[src/rtl/serializer8_if.sv]
// Handshake and serial-output bundle for serializer8.
//   d_valid / d_ready / d : parallel word handshake (master drives d_valid, d)
//   s_out / s_valid / s_last / busy : bit-serial output stream (driven by the serializer)
// The serializer uses the slave modport; the word source uses the master modport.
interface serializer8_if #(
    parameter int unsigned WIDTH = 8
) ();
    logic             d_valid;
    logic             d_ready;
    logic [WIDTH-1:0] d;
    logic             s_out;
    logic             s_valid;
    logic             s_last;
    logic             busy;

    modport master (
        output d_valid,
        output d,
        input  d_ready,
        input  s_out,
        input  s_valid,
        input  s_last,
        input  busy
    );

    modport slave (
        input  d_valid,
        input  d,
        output d_ready,
        output s_out,
        output s_valid,
        output s_last,
        output busy
    );
endinterface

[src/rtl/serializer8.sv]
// Parallel-in / serial-out transmitter.
// Accepts one WIDTH-bit word on a valid/ready handshake and shifts it out one bit per clock.
// A new word may be accepted during the last-bit cycle so words stream back to back.
// Ports:
//   clk     : rising-edge clock
//   reset_n : asynchronous active-low reset
//   bus_io  : serializer8_if.slave (d_valid/d_ready/d in, s_out/s_valid/s_last/busy out)
// Parameters:
//   WIDTH     : word width (>= 2)
//   MSB_FIRST : 0 sends d[0] first, 1 sends d[WIDTH-1] first
module serializer8 #(
    parameter int unsigned WIDTH     = 8,
    parameter bit          MSB_FIRST = 1'b0
) (
    input  logic           clk,
    input  logic           reset_n,
    serializer8_if.slave   bus_io
);
    localparam int unsigned CntW = $clog2(WIDTH);
    localparam logic [CntW-1:0] LastCnt = CntW'(WIDTH - 1);

    typedef enum logic {StIdle, StShift} state_e;

    state_e            state_q, state_d;
    logic [WIDTH-1:0]  sreg_q, sreg_d;
    logic [CntW-1:0]   cnt_q, cnt_d;

    logic in_shift;
    logic last_bit;
    logic ready;
    logic accept;

    // Outputs depend on registered state only; d never reaches s_out combinationally.
    always_comb begin
        in_shift = (state_q == StShift);
        last_bit = in_shift && (cnt_q == LastCnt);
        ready    = (state_q == StIdle) || last_bit;
        accept   = bus_io.d_valid && ready;

        bus_io.d_ready = ready;
        bus_io.s_valid = in_shift;
        bus_io.busy    = in_shift;
        bus_io.s_last  = last_bit;
        bus_io.s_out   = 1'b0;
        if (in_shift) begin
            bus_io.s_out = MSB_FIRST ? sreg_q[WIDTH-1] : sreg_q[0];
        end
    end

    always_comb begin
        state_d = state_q;
        sreg_d  = sreg_q;
        cnt_d   = cnt_q;
        unique case (state_q)
            StIdle: begin
                if (accept) begin
                    sreg_d  = bus_io.d;
                    cnt_d   = '0;
                    state_d = StShift;
                end
            end
            StShift: begin
                if (!last_bit) begin
                    cnt_d = cnt_q + 1'b1;
                    // Move the next bit toward the output end, zero-filling behind it.
                    if (MSB_FIRST) begin
                        sreg_d = {sreg_q[WIDTH-2:0], 1'b0};
                    end else begin
                        sreg_d = {1'b0, sreg_q[WIDTH-1:1]};
                    end
                end else if (accept) begin
                    // Back-to-back: next word loads in the last-bit cycle, no gap.
                    sreg_d = bus_io.d;
                    cnt_d  = '0;
                end else begin
                    state_d = StIdle;
                    cnt_d   = '0;
                    sreg_d  = '0;
                end
            end
        endcase
    end

    always_ff @(posedge clk or negedge reset_n) begin
        if (!reset_n) begin
            state_q <= StIdle;
            sreg_q  <= '0;
            cnt_q   <= '0;
        end else begin
            state_q <= state_d;
            sreg_q  <= sreg_d;
            cnt_q   <= cnt_d;
        end
    end
endmodule

[src/flat_wrapper.sv]
// flat-port wrapper written by rule: the top's interface ports become plain ports
module serializer8_flat 
#(
    parameter int unsigned WIDTH     = 8,
    parameter bit          MSB_FIRST = 1'b0
)
  (clk, reset_n, bus_io_d_valid, bus_io_d, bus_io_d_ready, bus_io_s_out, bus_io_s_valid, bus_io_s_last, bus_io_busy);
  serializer8_if #(.WIDTH(WIDTH)) bus_io_i ();
  input  logic clk;
  input  logic reset_n;
  input wire logic [$bits(bus_io_i.d_valid)-1:0] bus_io_d_valid;
  input wire logic [$bits(bus_io_i.d)-1:0] bus_io_d;
  output wire logic [$bits(bus_io_i.d_ready)-1:0] bus_io_d_ready;
  output wire logic [$bits(bus_io_i.s_out)-1:0] bus_io_s_out;
  output wire logic [$bits(bus_io_i.s_valid)-1:0] bus_io_s_valid;
  output wire logic [$bits(bus_io_i.s_last)-1:0] bus_io_s_last;
  output wire logic [$bits(bus_io_i.busy)-1:0] bus_io_busy;
  assign bus_io_i.d_valid = bus_io_d_valid;
  assign bus_io_i.d = bus_io_d;
  assign bus_io_d_ready = bus_io_i.d_ready;
  assign bus_io_s_out = bus_io_i.s_out;
  assign bus_io_s_valid = bus_io_i.s_valid;
  assign bus_io_s_last = bus_io_i.s_last;
  assign bus_io_busy = bus_io_i.busy;
  serializer8 #(.WIDTH(WIDTH), .MSB_FIRST(MSB_FIRST)) u_core (.clk(clk), .reset_n(reset_n), .bus_io(bus_io_i));
endmodule
[config.mk]
export PLATFORM = sky130hd
export DESIGN_NAME = serializer8_flat
export DESIGN_NICKNAME = d
export VERILOG_FILES = /design/src/rtl/serializer8_if.sv /design/src/rtl/serializer8.sv /design/src/flat_wrapper.sv
export SDC_FILE = /design/constraint.sdc
export NUM_CORES = 1
export LEC_CHECK = 0
export ABC_CLOCK_PERIOD_IN_PS = 3700
export BUFFER_PORTS_ARGS = -buffer_cell sky130_fd_sc_hd__buf_2
export CORE_MARGIN = 8
export CORE_UTILIZATION = 55
export DETAILED_ROUTE_END_ITERATION = 7
export GPL_TIMING_DRIVEN = 0
export PLACE_DENSITY = 0.9
export REMOVE_ABC_BUFFERS = 1
export SLEW_MARGIN = 10
export SYNTH_ARGS = -nofsm -noshare
export SYNTH_HDL_FRONTEND = slang
export SYNTH_SLANG_ARGS = --single-unit
[constraint.sdc]
create_clock -name clk -period 3.7 [get_ports clk]
set_input_delay 0.37 -clock clk [delete_from_list [all_inputs] [get_ports clk]]
set_output_delay 0.37 -clock clk [all_outputs]
set_load 0.1 [all_outputs]
==> impl_metrics.tcl <==
set metrics [dict create \
    die_h_microns 52.1 \
    worstHoldPathType "input port to flip-flop" \
    final_cell_area_sq_um 782 \
    cp.arrival_ns 2.26 \
    r2r-end "u_core.sreg_q[2]$_DFFE_PN0P_" \
    tightest_slew_ns 0.658 \
    fillerInstances 93 \
    place_area_sq_um 749 \
    cts.sinks 12 \
    power_w 0.000633 \
    postRouteAntennaNets 0 \
    grt_max_degree 20 \
    rr_worst_depth 4 \
    synth_area_sq_um 718 \
    drc 0 \
    crit_start "u_core.cnt_q[0]$_DFFE_PN0P_" \
    r2r-start "u_core.cnt_q[0]$_DFFE_PN0P_" \
    worstSetupPathType "flip-flop to output port" \
    dieWidth_microns 52.1 \
    cp_data_required_time_ns 3.33 \
    worst-path-stages 4 \
    post_cts_resize_count 0 \
    grt_pass1_wl_mm 2.37 \
    placementRows 13 \
    yosys_warnings 0 \
    finalCriticalPeriod_ns 2.63 \
    ys_ff_latch 12 \
    synth.distinct_cells 16 \
    drive_gt1_frac 0.365 \
    cellPowerDensity_mw_per_mm2 809 \
    gr-total-overflow 0 \
    start_kind "flip-flop" \
    stdcell_count 89 \
    crit_slowest_cell "buf_2" \
    grtUsageTotal 0.114 \
    dpl.hpwl_mm 1.01 \
    fmax_mhz 380 \
    viasPerCell 5.78 \
    reg2reg_setup_slack_ns 1.92 \
    synth_top_area_frac 0.418 \
    finClkSkew_ns 0.00193 \
    fin_crit_sh 0.711 \
    dr.pass1.iters 4 \
    peakVddDrop_uv 586 \
    clockRootBuffer "clkbuf_4" \
    rsz0062_at_grt "no" \
    gp_congestion 0.685 \
    crit_fanout 11 \
    yosysSeqAreaShare 0.418 \
    nets 89 \
    area_delta_synth_final_pct 8.88 \
    routed_wl_mm 1.40 \
    final_max_slew_viol_count 0 \
    port_buffers 15 \
    n_antenna_cell 0 \
    place_ws_ns 1.35 \
    synth_area_leader_cell "dfrtp_1" \
    io_pins 16 \
    die_area_sq_mm 0.00272 \
    timing.slew.headroom 0.561 \
    crit_family "adder cells" \
    clock_latency_ns 0.26 \
    placedCellCount 85 \
    grt_pass1_vias 568 \
    cap_violations 0 \
    wl_per_cell_microns 15.7 \
    crit_chain "ha_1, ha_1, nand2b_1, buf_2" \
    drtIter0Drc 6 \
    finalSetupViolations 0 \
    p_leak_nw 0.357 \
    cp-end-kind "output port" \
    cts_tree "yes" \
    cts_made_buffers 3 \
    crit_end "bus_io_d_ready" \
    coreArea_sq_mm 0.00125 \
    multi_input_area_sq_um 325 \
    initial_core_util 0.573 \
    antenna_found_initial 0 \
    syn_inst 61 \
    vias 514 \
    worst_slack_ns 1.07 \
    cpPeakStageDelay_ns 0.53 \
    cts_buffer_depth 2 \
    syn-mean-instance-area_sq_um 11.8 \
    crit_buf_inv 1 \
    cts_max_level 1 \
    clk_pin_slew_ns 0.06 \
    cpMostUsedCell "ha_1" \
    status "finished clean" \
    regArea_sq_um 300 \
    hold_viol 0 \
    synth_area_leaders "dfrtp_1 (42%), o221ai_2 (15%), mux2i_1 (11%)" \
]
stage by stage:
stage / TNS, ns / hold WS, ns / utilization
global placement: 0 / 0.254 / 0.598
CTS: 0 / 0.359 / 0.624
global route: 0 / 0.369 / 0.624
finish: 0 / 0.362 / 0.624
floorplan: -0.408 / 0.0744 / -
detailed placement: 0 / 0.254 / 0.598
cells in the mapped netlist:
| cell | number |
|---|---|
| buf_4 | 2 |
| ha_1 | 2 |
| o22ai_2 | 1 |
| buf_12 | 1 |
| nand2b_1 | 3 |
| a32o_1 | 2 |
| mux2i_1 | 8 |
| o21ai_1 | 1 |
| nor2_2 | 1 |
| and2_1 | 2 |
| buf_2 | 1 |
| inv_1 | 8 |
| dfrtp_1 | 12 |
| nand3_1 | 8 |
| o221ai_2 | 7 |
| buf_6 | 2 |
tightest hold or removal path, stage by stage:
cell,delay [ns]
buf_2,0.09
nand3_1,0.06
o21ai_1,0.07
final cells by class:
class / count / area share
Sequential cell: 12 / 0.384
Inverter: 8 / 0.0384
Clock buffer: 3 / 0.0288
Multi-Input combinational cell: 35 / 0.416
Timing Repair Buffer: 16 / 0.109
Tap cell: 15 / 0.0240
logic make-up after synthesis:
group,synth area share
AOI/OAI and AO/OA,0.199
adders and majority gates,0.0348
buffers and inverters,0.129
DFF,0.418
muxes,0.112
and+or+nand+nor,0.108
registers in the layout, summed over array words and instances (netlist names):
name                cells
u_core.bus_io.busy      1
u_core.cnt_q            3
u_core.sreg_q           8
how the worst min path moves through the flow:
| stage | start | end | slack, ns | cells past startpoint |
|---|---|---|---|---|
| finish | bus_io_d[7] | u_core.sreg_q[7]$_DFFE_PN0P_ | 0.36 | 3 |
| global route | bus_io_d[6] | u_core.sreg_q[6]$_DFFE_PN0P_ | 0.37 | 3 |
| CTS | bus_io_d[7] | u_core.sreg_q[7]$_DFFE_PN0P_ | 0.36 | 3 |
| detailed placement | reset_n | u_core.sreg_q[2]$_DFFE_PN0P_ | 0.25 | 1 |
| global placement | reset_n | u_core.sreg_q[4]$_DFFE_PN0P_ | 0.25 | 1 |
| floorplan | reset_n | u_core.bus_io.busy$_DFF_PN0_ | 0.07 | 0 |
cells in the final DEF, fill, tap and decap left out:
cell / n
dfrtp_1: 12
inv_1: 8
o221ai_2: 7
mux2i_1: 8
nand3_1: 8
dlygate4sd3_1: 1
nand2b_1: 3
o22ai_2: 1
clkbuf_4: 3
ha_1: 2
o21ai_1: 1
a32o_1: 2
buf_2: 15
nor2_2: 1
and2_1: 2
layer usage:
metal	track usage	part of all wire
met1	0.118	0.42
met2	0.204	0.52
met3	0.0342	0.049
met4	0.0560	0.017
met5	0	0
power breakdown:
group	switching, W	internal [W]
combinational	0.000228	0.000107
sequential	0.0000429	0.000179
clock	0.0000374	0.0000376
total	0.000308	0.000324
timing repair:
action / in CTS / in global routing
setup buffers: 0 / 0
hold buffers: 1 / 0
hold endpoints to repair: 12 / 0
No activity file was read; power rests on OpenSTA's default activity.
